===== config.mk =====
export PLATFORM = sky130hd
export DESIGN_NAME = alu_wide
export DESIGN_NICKNAME = d
export VERILOG_FILES = /design/src/rtl/alu_wide.sv
export SDC_FILE = /design/constraint.sdc
export NUM_CORES = 1
export LEC_CHECK = 0
export CORE_MARGIN = 3
export CORE_UTILIZATION = 55
export DETAILED_ROUTE_END_ITERATION = 8
export PLACE_DENSITY = 0.78
export REMOVE_ABC_BUFFERS = 1
export SETUP_SLACK_MARGIN = 0.3
export SYNTH_ARGS = -nofsm -noshare
export SYNTH_HDL_FRONTEND = slang
export SYNTH_SLANG_ARGS = --single-unit

===== constraint.sdc =====
create_clock -name clock -period 5.4 [get_ports clock]
set_input_delay 1.35 -clock clock [delete_from_list [all_inputs] [get_ports clock]]
set_output_delay 1.35 -clock clock [all_outputs]
set_load 0.01 [all_outputs]

===== src/rtl/alu_wide.sv =====
// Slice-serial ALU: processes one SLICE-wide chunk per cycle.
// Valid/ready request and result handshakes around an IDLE/RUN/DONE FSM.
module alu_wide #(
  parameter int WIDTH = 16,
  parameter int SLICE = 4
) (
  input  logic             clock,
  input  logic             reset,
  input  logic             flush,
  input  logic             in_valid,
  output logic             in_ready,
  input  logic [4:0]       op,
  input  logic [WIDTH-1:0] data0_in,
  input  logic [WIDTH-1:0] data1_in,
  input  logic [3:0]       flags_in,
  output logic             out_valid,
  input  logic             out_ready,
  output logic [WIDTH-1:0] data_out,
  output logic [3:0]       flags_out,
  output logic             busy
);

  localparam int NSLICE = WIDTH / SLICE;
  localparam int CW = (NSLICE > 1) ? $clog2(NSLICE) : 1;
  localparam logic [CW-1:0] LAST = CW'(NSLICE - 1);

  localparam logic [4:0] OP_ADD = 5'd0;
  localparam logic [4:0] OP_ADC = 5'd1;
  localparam logic [4:0] OP_SUB = 5'd2;
  localparam logic [4:0] OP_SBC = 5'd3;
  localparam logic [4:0] OP_AND = 5'd4;
  localparam logic [4:0] OP_OR  = 5'd5;
  localparam logic [4:0] OP_XOR = 5'd6;
  localparam logic [4:0] OP_CP  = 5'd7;
  localparam logic [4:0] OP_INC = 5'd8;
  localparam logic [4:0] OP_DEC = 5'd9;
  localparam logic [4:0] OP_RL  = 5'd10;
  localparam logic [4:0] OP_RR  = 5'd11;

  typedef enum logic [1:0] {
    IDLE,
    RUN,
    DONE
  } state_t;

  state_t state, state_nxt;

  logic [NSLICE-1:0][SLICE-1:0] a_q;
  logic [NSLICE-1:0][SLICE-1:0] b_q;
  logic [NSLICE-1:0][SLICE-1:0] res_q;
  logic [4:0]    op_q;
  logic [3:0]    fl_q;
  logic [3:0]    flags_q;
  logic [CW-1:0] cnt;
  logic          carry;
  logic          z_q;
  logic          h_q;

  logic k_add, k_sub, k_and, k_or, k_xor;
  logic k_rl, k_rr, k_pass, k_inc, k_dec, k_cp;
  logic accept, last;
  logic cin0;

  always_comb begin
    k_inc  = (op_q == OP_INC);
    k_dec  = (op_q == OP_DEC);
    k_cp   = (op_q == OP_CP);
    k_add  = op_q inside {OP_ADD, OP_ADC, OP_INC};
    k_sub  = op_q inside {OP_SUB, OP_SBC, OP_CP, OP_DEC};
    k_and  = (op_q == OP_AND);
    k_or   = (op_q == OP_OR);
    k_xor  = (op_q == OP_XOR);
    k_rl   = (op_q == OP_RL);
    k_rr   = (op_q == OP_RR);
    k_pass = ~(k_add | k_sub | k_and | k_or
               | k_xor | k_rl | k_rr);
  end

  // Initial carry/borrow seeded from the incoming opcode
  always_comb begin
    cin0 = 1'b0;
    case (op)
      OP_ADC, OP_SBC,
      OP_RL, OP_RR:   cin0 = flags_in[0];
      OP_INC, OP_DEC: cin0 = 1'b1;
      default:        cin0 = 1'b0;
    endcase
  end

  logic [CW-1:0]    idx;
  logic [SLICE-1:0] a_s, b_s, res_s;
  logic [SLICE:0]   sum, dif;
  logic [4:0]       hs, hd;
  logic             cout, h_s, h_now, z_now;
  logic [3:0]       flags_nxt;

  always_comb begin
    idx = k_rr ? (LAST - cnt) : cnt;
    a_s = a_q[idx];
    b_s = (k_inc | k_dec) ? '0 : b_q[idx];
    sum = {1'b0, a_s} + {1'b0, b_s}
          + {{SLICE{1'b0}}, carry};
    dif = {1'b0, a_s} - {1'b0, b_s}
          - {{SLICE{1'b0}}, carry};
    hs  = {1'b0, a_s[3:0]} + {1'b0, b_s[3:0]}
          + {4'b0, carry};
    hd  = {1'b0, a_s[3:0]} - {1'b0, b_s[3:0]}
          - {4'b0, carry};
    res_s = '0;
    cout  = 1'b0;
    h_s   = 1'b0;
    unique case (1'b1)
      k_add: begin
        res_s = sum[SLICE-1:0];
        cout  = sum[SLICE];
        h_s   = (hs > 5'd15);
      end
      k_sub: begin
        res_s = dif[SLICE-1:0];
        cout  = dif[SLICE];
        h_s   = (hd > 5'd15);
      end
      k_and:  res_s = a_s & b_s;
      k_or:   res_s = a_s | b_s;
      k_xor:  res_s = a_s ^ b_s;
      k_rl: begin
        res_s = {a_s[SLICE-2:0], carry};
        cout  = a_s[SLICE-1];
      end
      k_rr: begin
        res_s = {carry, a_s[SLICE-1:1]};
        cout  = a_s[0];
      end
      k_pass: res_s = b_s;
      default: ;
    endcase
  end

  // H only exists in the slice holding bits 3..0
  always_comb begin
    h_now = (cnt == '0) ? h_s : h_q;
    z_now = z_q & (res_s == '0);
    flags_nxt = fl_q;
    unique case (1'b1)
      k_add:  flags_nxt = {z_now, 1'b0, h_now,
                           k_inc ? fl_q[0] : cout};
      k_sub:  flags_nxt = {z_now, 1'b1, h_now,
                           k_dec ? fl_q[0] : cout};
      k_and:  flags_nxt = {z_now, 3'b010};
      k_or:   flags_nxt = {z_now, 3'b000};
      k_xor:  flags_nxt = {z_now, 3'b000};
      k_rl:   flags_nxt = {z_now, 2'b00, cout};
      k_rr:   flags_nxt = {z_now, 2'b00, cout};
      k_pass: flags_nxt = fl_q;
      default: ;
    endcase
  end

  assign accept = (state == IDLE) & in_valid & ~flush;
  assign last   = (cnt == LAST);

  always_comb begin
    state_nxt = state;
    unique case (state)
      IDLE:    if (in_valid) state_nxt = RUN;
      RUN:     if (last) state_nxt = DONE;
      DONE:    if (out_ready) state_nxt = IDLE;
      default: state_nxt = IDLE;
    endcase
    if (flush) state_nxt = IDLE;
  end

  always_ff @(posedge clock) begin
    if (reset) state <= IDLE;
    else       state <= state_nxt;
  end

  always_ff @(posedge clock) begin
    if (reset) begin
      a_q     <= '0;
      b_q     <= '0;
      res_q   <= '0;
      op_q    <= '0;
      fl_q    <= '0;
      flags_q <= '0;
      cnt     <= '0;
      carry   <= 1'b0;
      z_q     <= 1'b0;
      h_q     <= 1'b0;
    end else if (flush) begin
      cnt   <= '0;
      carry <= 1'b0;
    end else if (accept) begin
      a_q   <= data1_in;
      b_q   <= data0_in;
      op_q  <= op;
      fl_q  <= flags_in;
      cnt   <= '0;
      carry <= cin0;
      z_q   <= 1'b1;
      h_q   <= 1'b0;
    end else if (state == RUN) begin
      res_q[idx] <= res_s;
      carry      <= cout;
      z_q        <= z_now;
      h_q        <= h_now;
      cnt        <= last ? '0 : cnt + CW'(1);
      if (last) flags_q <= flags_nxt;
    end
  end

  assign in_ready  = (state == IDLE);
  assign out_valid = (state == DONE);
  assign busy      = (state != IDLE);
  assign data_out  = !out_valid ? '0
                   : k_cp ? a_q : res_q;
  assign flags_out = out_valid ? flags_q : 4'b0;

endmodule


==> impl_metrics.csv, run 1 <==
group,metric,value,unit
placed_design,hpwlAfterDp,9834,um
routing,ant_nets,0,
layout,drive_above_1_share,8.475,%
sta,timing_max_transition_violations_final,0,
clock_network,postCtsHoldBufs,0,
clock_network,cts.sinks,68,
clock_network,clock_path_buffers,2,
pwr,total_power_after_layout,1.192,mW
worst_setup_path,biggest_fanout_along_the_worst_timing_path,15,
sta,final_min_period_over_clock_period,89.84,%
layout,antenna_cells,0,
placed_design,portBuffers,68,
worst_setup_path,crit_path_start_kind,"flop",
pwr,vdd_ir_drop_max,162.2,uV
floorplanning,floorplan.die.width,95.53,um
clock_network,post_cts.resized_instances,0,
sta,fin_worst_skew,7.712,ps
synth,netlist.top_cell.by_area,"sky130_fd_sc_hd__dfxtp_1",
worst_setup_path,critPathKind,"reg -> reg",
pwr,seqPwrFrac,45.3,%
routing,drcViolationCount,0,
clock_network,cts-buffers-inserted,9,
synth,synth.avg_cell_area,7.484,um2
synth,post_synth_inst_count,589,
synth,post_synth_instance_area,4408,um2
sta,final_period_minus_worst_setup_slack,4851,ps
sta,post-route-worst-setup-slack,548.8,ps
sta,hold_violations,0,
pwr,power_report.internal_total,0.8517,mW
floorplanning,core,7767,um2
global_routing,grt.overflow.total,0,
sta,tightestPinTransition,948.8,ps
synth,yosysWarnings,0,
sta,setup_repair_after_global_routing_missed_its_margin,"false",
synth,number_of_flops_mapped_to_enable_cells_by_yosys,0,
synth,post-synth-top-count-cell,"sky130_fd_sc_hd__nand2_1",
floorplanning,floorplan.die.height,95.53,um
synth,synth_largest_type_area_fraction,30.88,%
routing,route.vias.total,4556,
synth,synth-seq-cells,68,
hold_path,hp-class,"reg -> reg",
global_routing,grt_pass1_vias,4138,
pwr,power_density,220.9,nW/um2
clock_network,clockRootBuffer,"sky130_fd_sc_hd__clkbuf_8",
placed_design,pre_cts_ws,554.5,ps
pwr,swShare,28.57,%
placed_design,place.detailed.instances,735,
placed_design,globalplace.congestion,1.025,
global_routing,grt_start_max_net_pins,44,
clock_network,htree_levels,3,
clock_network,cts_tree,"done",
sta,fin_setup_tns,0,ps
sta,achievable-frequency,206.1,MHz
synth,synthTopCellsByArea,"sky130_fd_sc_hd__dfxtp_1 31%, sky130_fd_sc_hd__nand2_1 11%, sky130_fd_sc_hd__a21oi_1 8.7%",
layout,flow.area_growth_from_synthesis,22.42,%
routing,wl_per_cell,17.85,um
global_routing,grt_first_pass_wirelength,21250,um
status,status,"finished clean",
floorplanning,dieArea,9125,um2
synth,synthFlopType,"sky130_fd_sc_hd__dfxtp_1",
pwr,clockPowerShare,37.7,%
run,timing.max_cap.violations,0,
floorplanning,placementRows,32,
layout,post_layout_nonfiller_instances,751,
sta,finalHoldWorstSlack,471.7,ps
synth,synth_top_cells_by_count,"133 x sky130_fd_sc_hd__nand2_1, 77 x sky130_fd_sc_hd__a21oi_1, 68 x sky130_fd_sc_hd__dfxtp_1",
global_routing,grt_antenna_before_repair,0,
worst_setup_path,critical_path_required,5670,ps
worst_setup_path,timing.critical_path.to_type,"flop",
pwr,p_comb_share,17.1,%
global_routing,combined_global_route_utilization_of_all_metal_layers,30.02,%
routing,vias_per_inst,6.067,
sta,max-slew-margin-rel,36.61,%
routing,routed_wirelength,13410,um
clock_network,clkSlewWorstSetupHoldPaths,80,ps
clock_network,clk-insertion-delay-late,360,ps
floorplanning,num_io_pins,69,
synth,synth.distinct_cells,68,
synth,sequential_share_of_the_synthesized_area,30.88,%
worst_setup_path,worstPathArrival,5120,ps
pwr,leakage_power_total,1.898,nW
layout,finalNetCount,708,
clock_network,postCtsSetupBuffers,0,
sta,setup-violations-final,0,
routing,drt_first_pass_iters,5,
floorplanning,start_util,56.75,%
routing,detail_route.iter0.violations,396,
synth,asyncSetResetFlopFracSynth,0,%
pwr,power.switching,0.3406,mW
## metrics by stage
step                utilization [%]  area [um2]
floorplan                         -        4237
detailed placement            66.69        5180
CTS                           69.39        5390
global route                  69.47        5396
global placement              66.69        5180
finish                        69.47        5396
## worst max-delay path, cell delays in order (launching register included)
cell                       delay [ps]
sky130_fd_sc_hd__dfxtp_1          590
sky130_fd_sc_hd__or3b_1           620
sky130_fd_sc_hd__nor4_2           420
sky130_fd_sc_hd__nor2_1           190
sky130_fd_sc_hd__o211ai_1         290
sky130_fd_sc_hd__nand2b_1         180
sky130_fd_sc_hd__inv_1             70
sky130_fd_sc_hd__ha_1             190
sky130_fd_sc_hd__inv_1             50
sky130_fd_sc_hd__ha_1             260
sky130_fd_sc_hd__or4b_1           180
sky130_fd_sc_hd__o21ai_0           80
sky130_fd_sc_hd__a221o_1          320
sky130_fd_sc_hd__a221o_1          290
sky130_fd_sc_hd__or4b_4           580
sky130_fd_sc_hd__nand4b_4         190
sky130_fd_sc_hd__a311oi_2         260
## layout by cell type (no fill, tap or decap), types with 14 or more instances in the layout
cell,instances
sky130_fd_sc_hd__nand2_1,133
sky130_fd_sc_hd__a21oi_1,77
sky130_fd_sc_hd__dfxtp_1,68
sky130_fd_sc_hd__clkdlybuf4s50_1,67
sky130_fd_sc_hd__nor2_1,43
sky130_fd_sc_hd__inv_1,19
sky130_fd_sc_hd__a211oi_1,19
sky130_fd_sc_hd__buf_4,18
sky130_fd_sc_hd__nand2b_1,14
sky130_fd_sc_hd__ha_1,14
## final timing paths
kind           start    endpoint  slack, ps  cells past startpoint
max          op_q[3]  flags_q[3]        550                     16
min          b_q[14]     b_q[14]        470                      2
max reg2reg  op_q[3]  flags_q[3]        550                     16
min reg2reg  b_q[14]     b_q[14]        470                      2
## layout make-up
class                   instances  area (um2)
clock inverters                 5       58.81
inverters                      20       75.07
multi-input cells             459        2811
flip-flops and latches         68        1361
fillers                       671        2371
well taps                     102       127.6
repair buffers                 86       810.8
clock buffers                  11       151.4
## layer usage
| layer | GRT usage [%] | wire (um) | part of all wire, % | vias up |
|---|---|---|---|---|
| li1 | - | - | - | 2205 |
| met1 | 41.38 | 5894 | 44 | 2112 |
| met2 | 48.06 | 6283 | 47 | 217 |
| met3 | 4.736 | 980 | 7.3 | 22 |
| met4 | 9.360 | 249 | 1.9 | 0 |
| met5 | 0 | 0 | 0 | - |
## state kept, by name, summed over array words and instances, names as in the netlist
signal   flops
a_q         16
b_q         16
res_q       16
op_q         5
fl_q         4
flags_q      4
cnt          2
state        2
carry        1
h_q          1
z_q          1
## power by group through the flow
stage | clock network (mW) | registers [mW] | logic, mW
floorplan | 0 | 0.544 | 0.114
global placement | 0 | 0.550 | 0.197
detailed placement | 0 | 0.551 | 0.201
CTS | 0.454 | 0.539 | 0.202
global route | 0.475 | 0.542 | 0.224
finish | 0.449 | 0.540 | 0.203
## cell families after synthesis
| kind of cell | share of synthesized area [%] |
|---|---|
| compound gates | 23.22 |
| xor+xnor | 0.5962 |
| flops | 30.88 |
| fa+ha+maj | 5.791 |
| mux | 4.627 |
| simple gates | 29.29 |
| buf+inv | 5.592 |
(Power assumes the default switching activity.)
==> run 2, diff against run 1 <==
SLEW_MARGIN = 20   (was not set)
==> results of run 2 <==
No change in the layout: final DEF, timing and power equal those of run 1.
==> run 3, diff against run 2 <==
--- a/config.mk
+++ b/config.mk
@@ -7,3 +7,2 @@
 export LEC_CHECK = 0
-export CORE_MARGIN = 3
 export CORE_UTILIZATION = 55
--- a/constraint.sdc
+++ b/constraint.sdc
@@ -3,2 +3,2 @@
 set_output_delay 1.35 -clock clock [all_outputs]
-set_load 0.01 [all_outputs]
+set_load 0.005 [all_outputs]
==> run 3 against run 2 <==
Net effect:
- design area is 0.26% lower
- highest routed layer unchanged
- clock skew down 1.2 ps
- setup slack got worse by 24 ps
- sequential share of layout area rose by 0.065 points
- critical endpoint unchanged
- clock power down 8.2%
- worst hold slack worse by 0.72 ps
- final cell count is 0.13% higher
- largest cell class unchanged
==> impl_metrics.csv, run 3 (synthesis results as in run 1) <==
group,metric,value,unit
global_routing,grt_start_max_net_pins,69,
global_routing,grt_pass1_vias,4389,
placed_design,portBuffers,68,
worst_setup_path,critical_path.n_buffers_inverters,0,
sta,final_min_period_over_clock_period,90.28,%
clock_network,htree_levels,3,
routing,vias_per_inst,6.176,
layout,post_layout_nonfiller_instances,752,
sta,hold_violations,0,
clock_network,cts_tree,"done",
sta,final_period_minus_worst_setup_slack,4875,ps
worst_setup_path,worstPathArrival,5130,ps
sta,setup_repair_after_global_routing_missed_its_margin,"false",
layout,layout_top_registers,"a_q: 16 flops, b_q: 16 flops, res_q: 16 flops",
worst_setup_path,critical-path-slowest-cell,"sky130_fd_sc_hd__or3b_1",
floorplanning,start_util,57.04,%
routing,ant_nets,0,
layout,finalNetCount,710,
worst_setup_path,cp_top_family,"simple AND/OR/NAND/NOR gates",
hold_path,worstHoldPathCells,2,
floorplanning,dieArea,8377,um2
routing,detail_route.iter0.violations,413,
clock_network,clockRootBuffer,"sky130_fd_sc_hd__clkbuf_8",
routing,routed_wirelength,13590,um
layout,flow.area_growth_from_synthesis,22.11,%
worst_setup_path,r2r_start,"op_q[3]",
clock_network,cts-buffers-inserted,9,
global_routing,grt_antenna_before_repair,0,
worst_setup_path,critical_path_required,5650,ps
placed_design,place.detailed.instances,737,
floorplanning,floorplan.die.width,91.53,um
clock_network,clkSlewWorstSetupHoldPaths,80,ps
worst_setup_path,crit_start,"op_q[3]",
layout,antenna_cells,0,
sta,timing_max_transition_violations_final,0,
clock_network,clk-insertion-delay-late,340,ps
floorplanning,core,7727,um2
global_routing,combined_global_route_utilization_of_all_metal_layers,33.61,%
status,status,"finished clean",
pwr,vdd_ir_drop_max,196.6,uV
floorplanning,placementRows,32,
layout,final.fill_count,679,
layout,layout.cells.most_common,"sky130_fd_sc_hd__nand2_1",
clock_network,postCtsSetupBuffers,0,
hold_path,hold_path.startpoint,"b_q[5]",
worst_setup_path,timing.critical_path.to_type,"flop",
sta,fin_worst_skew,6.479,ps
worst_setup_path,reg2regPathDepth,13,
sta,fin_setup_tns,0,ps
routing,drcViolationCount,0,
global_routing,grt_first_pass_wirelength,21980,um
run,timing.max_cap.violations,0,
clock_network,post_cts.resized_instances,0,
clock_network,clock_path_buffers,2,
sta,max-slew-margin-rel,38.53,%
worst_setup_path,crit_path_start_kind,"flop",
routing,drt_first_pass_iters,6,
clock_network,cts.sinks,68,
sta,setup-violations-final,0,
hold_path,holdPathEnd,"b_q[5]",
routing,wl_per_cell,18.08,um
worst_setup_path,rr_endpoint,"flags_q[3]",
placed_design,hpwlAfterDp,9950,um
worst_setup_path,biggest_fanout_along_the_worst_timing_path,15,
hold_path,hp-class,"reg -> reg",
worst_setup_path,critPathMaxStageDelay,600,ps
floorplanning,num_io_pins,69,
layout,layout_common_cells,"133 x sky130_fd_sc_hd__nand2_1, 77 x sky130_fd_sc_hd__a21oi_1, 68 x sky130_fd_sc_hd__dfxtp_1",
routing,route.vias.total,4644,
global_routing,grt.overflow.total,0,
sta,tightestPinTransition,920.0,ps
floorplanning,floorplan.die.height,91.53,um
worst_setup_path,crit_chain,"or3b_1 > nor2_4 > mux4_2 > mux2i_1 > ha_1 > ha_1 > or4b_1 > o21ai_0 > a221o_1 > a221o_1 > or4b_4 > nand4b_4 > a311oi_2",
layout,drive_above_1_share,8.462,%
worst_setup_path,critPathKind,"reg -> reg",
clock_network,postCtsHoldBufs,0,
pwr,power_density,215.2,nW/um2
placed_design,globalplace.congestion,1.082,
sta,achievable-frequency,205.1,MHz
worst_setup_path,reg2reg_setup_slack,520,ps
pwr,leakage_power_total,1.904,nW
==> run 3: cell count changes in the layout (fill, tap and decap cells not counted), sizes merged <==
cell / previous run / this run
clkinv: 2 / 5
buf: 19 / 21
clkbuf: 11 / 10
clkinvlp: 2 / 0
inv: 20 / 19
==> run 3: area by class of cell <==
type	count	area (um2)	area share, %
multi-input combinational	459	2811	52.23
inverter	20	75.07	1.395
clock buffer	10	127.6	2.371
clock inverter	5	53.80	0.9995
timing repair buffer	88	825.8	15.34
sequential	68	1361	25.29
tap	102	127.6	2.371
==> run 3: report_power, final <==
part / total, mW / switching [mW] / internal, mW / leakage [nW]
Combinational: 0.208 / 0.112 / 0.0951 / 1.26
Sequential: 0.539 / 0.0207 / 0.518 / 0.553
Clock: 0.412 / 0.203 / 0.210 / 0.0959
Total: 1.16 / 0.336 / 0.823 / 1.90
==> run 3: stage by stage <==
step | worst slack, ps | hold WS, ps | area (um2) | power (mW) | utilization (%)
2_1_floorplan | 982.0 | 426.8 | 4237 | 0.6577 | -
3_3_place_gp | 801.3 | 451.1 | 5195 | 0.7486 | 67.23
3_5_place_dp | 652.3 | 461.7 | 5195 | 0.7523 | 67.23
4_1_cts | 615.1 | 472.4 | 5376 | 1.157 | 69.58
5_1_grt | 371.6 | 488.7 | 5383 | 1.201 | 69.66
6_report | 524.9 | 471.0 | 5383 | 1.159 | 69.66
==> run 3: how the worst max path moves through the flow <==
stage,end,depth (start not counted)
after floorplan,flags_q[3],13
after global placement,z_q,13
after detailed placement,flags_q[3],13
after CTS,flags_q[3],13
after global routing,z_q,13
final,flags_q[3],13
==> run 3: worst register-to-register path: cells and delay by family (launching register included) <==
| family | cells | cell delay [ps] |
|---|---|---|
| mux | 2 | 670 |
| compound gates | 4 | 940 |
| fa+ha+maj | 2 | 740 |
| simple gates | 5 | 1850 |
| flops | 1 | 570 |
==> run 3: routing by layer <==
metal / up-vias / part of all wire, % / wire, um / track usage, %
met5: - / 0 / 0 / 0
met4: 0 / 2.2 / 297 / 12.17
met3: 35 / 8.0 / 1085 / 5.360
met2: 240 / 47 / 6451 / 55.20
met1: 2168 / 42 / 5759 / 44.35
li1: 2201 / - / - / -
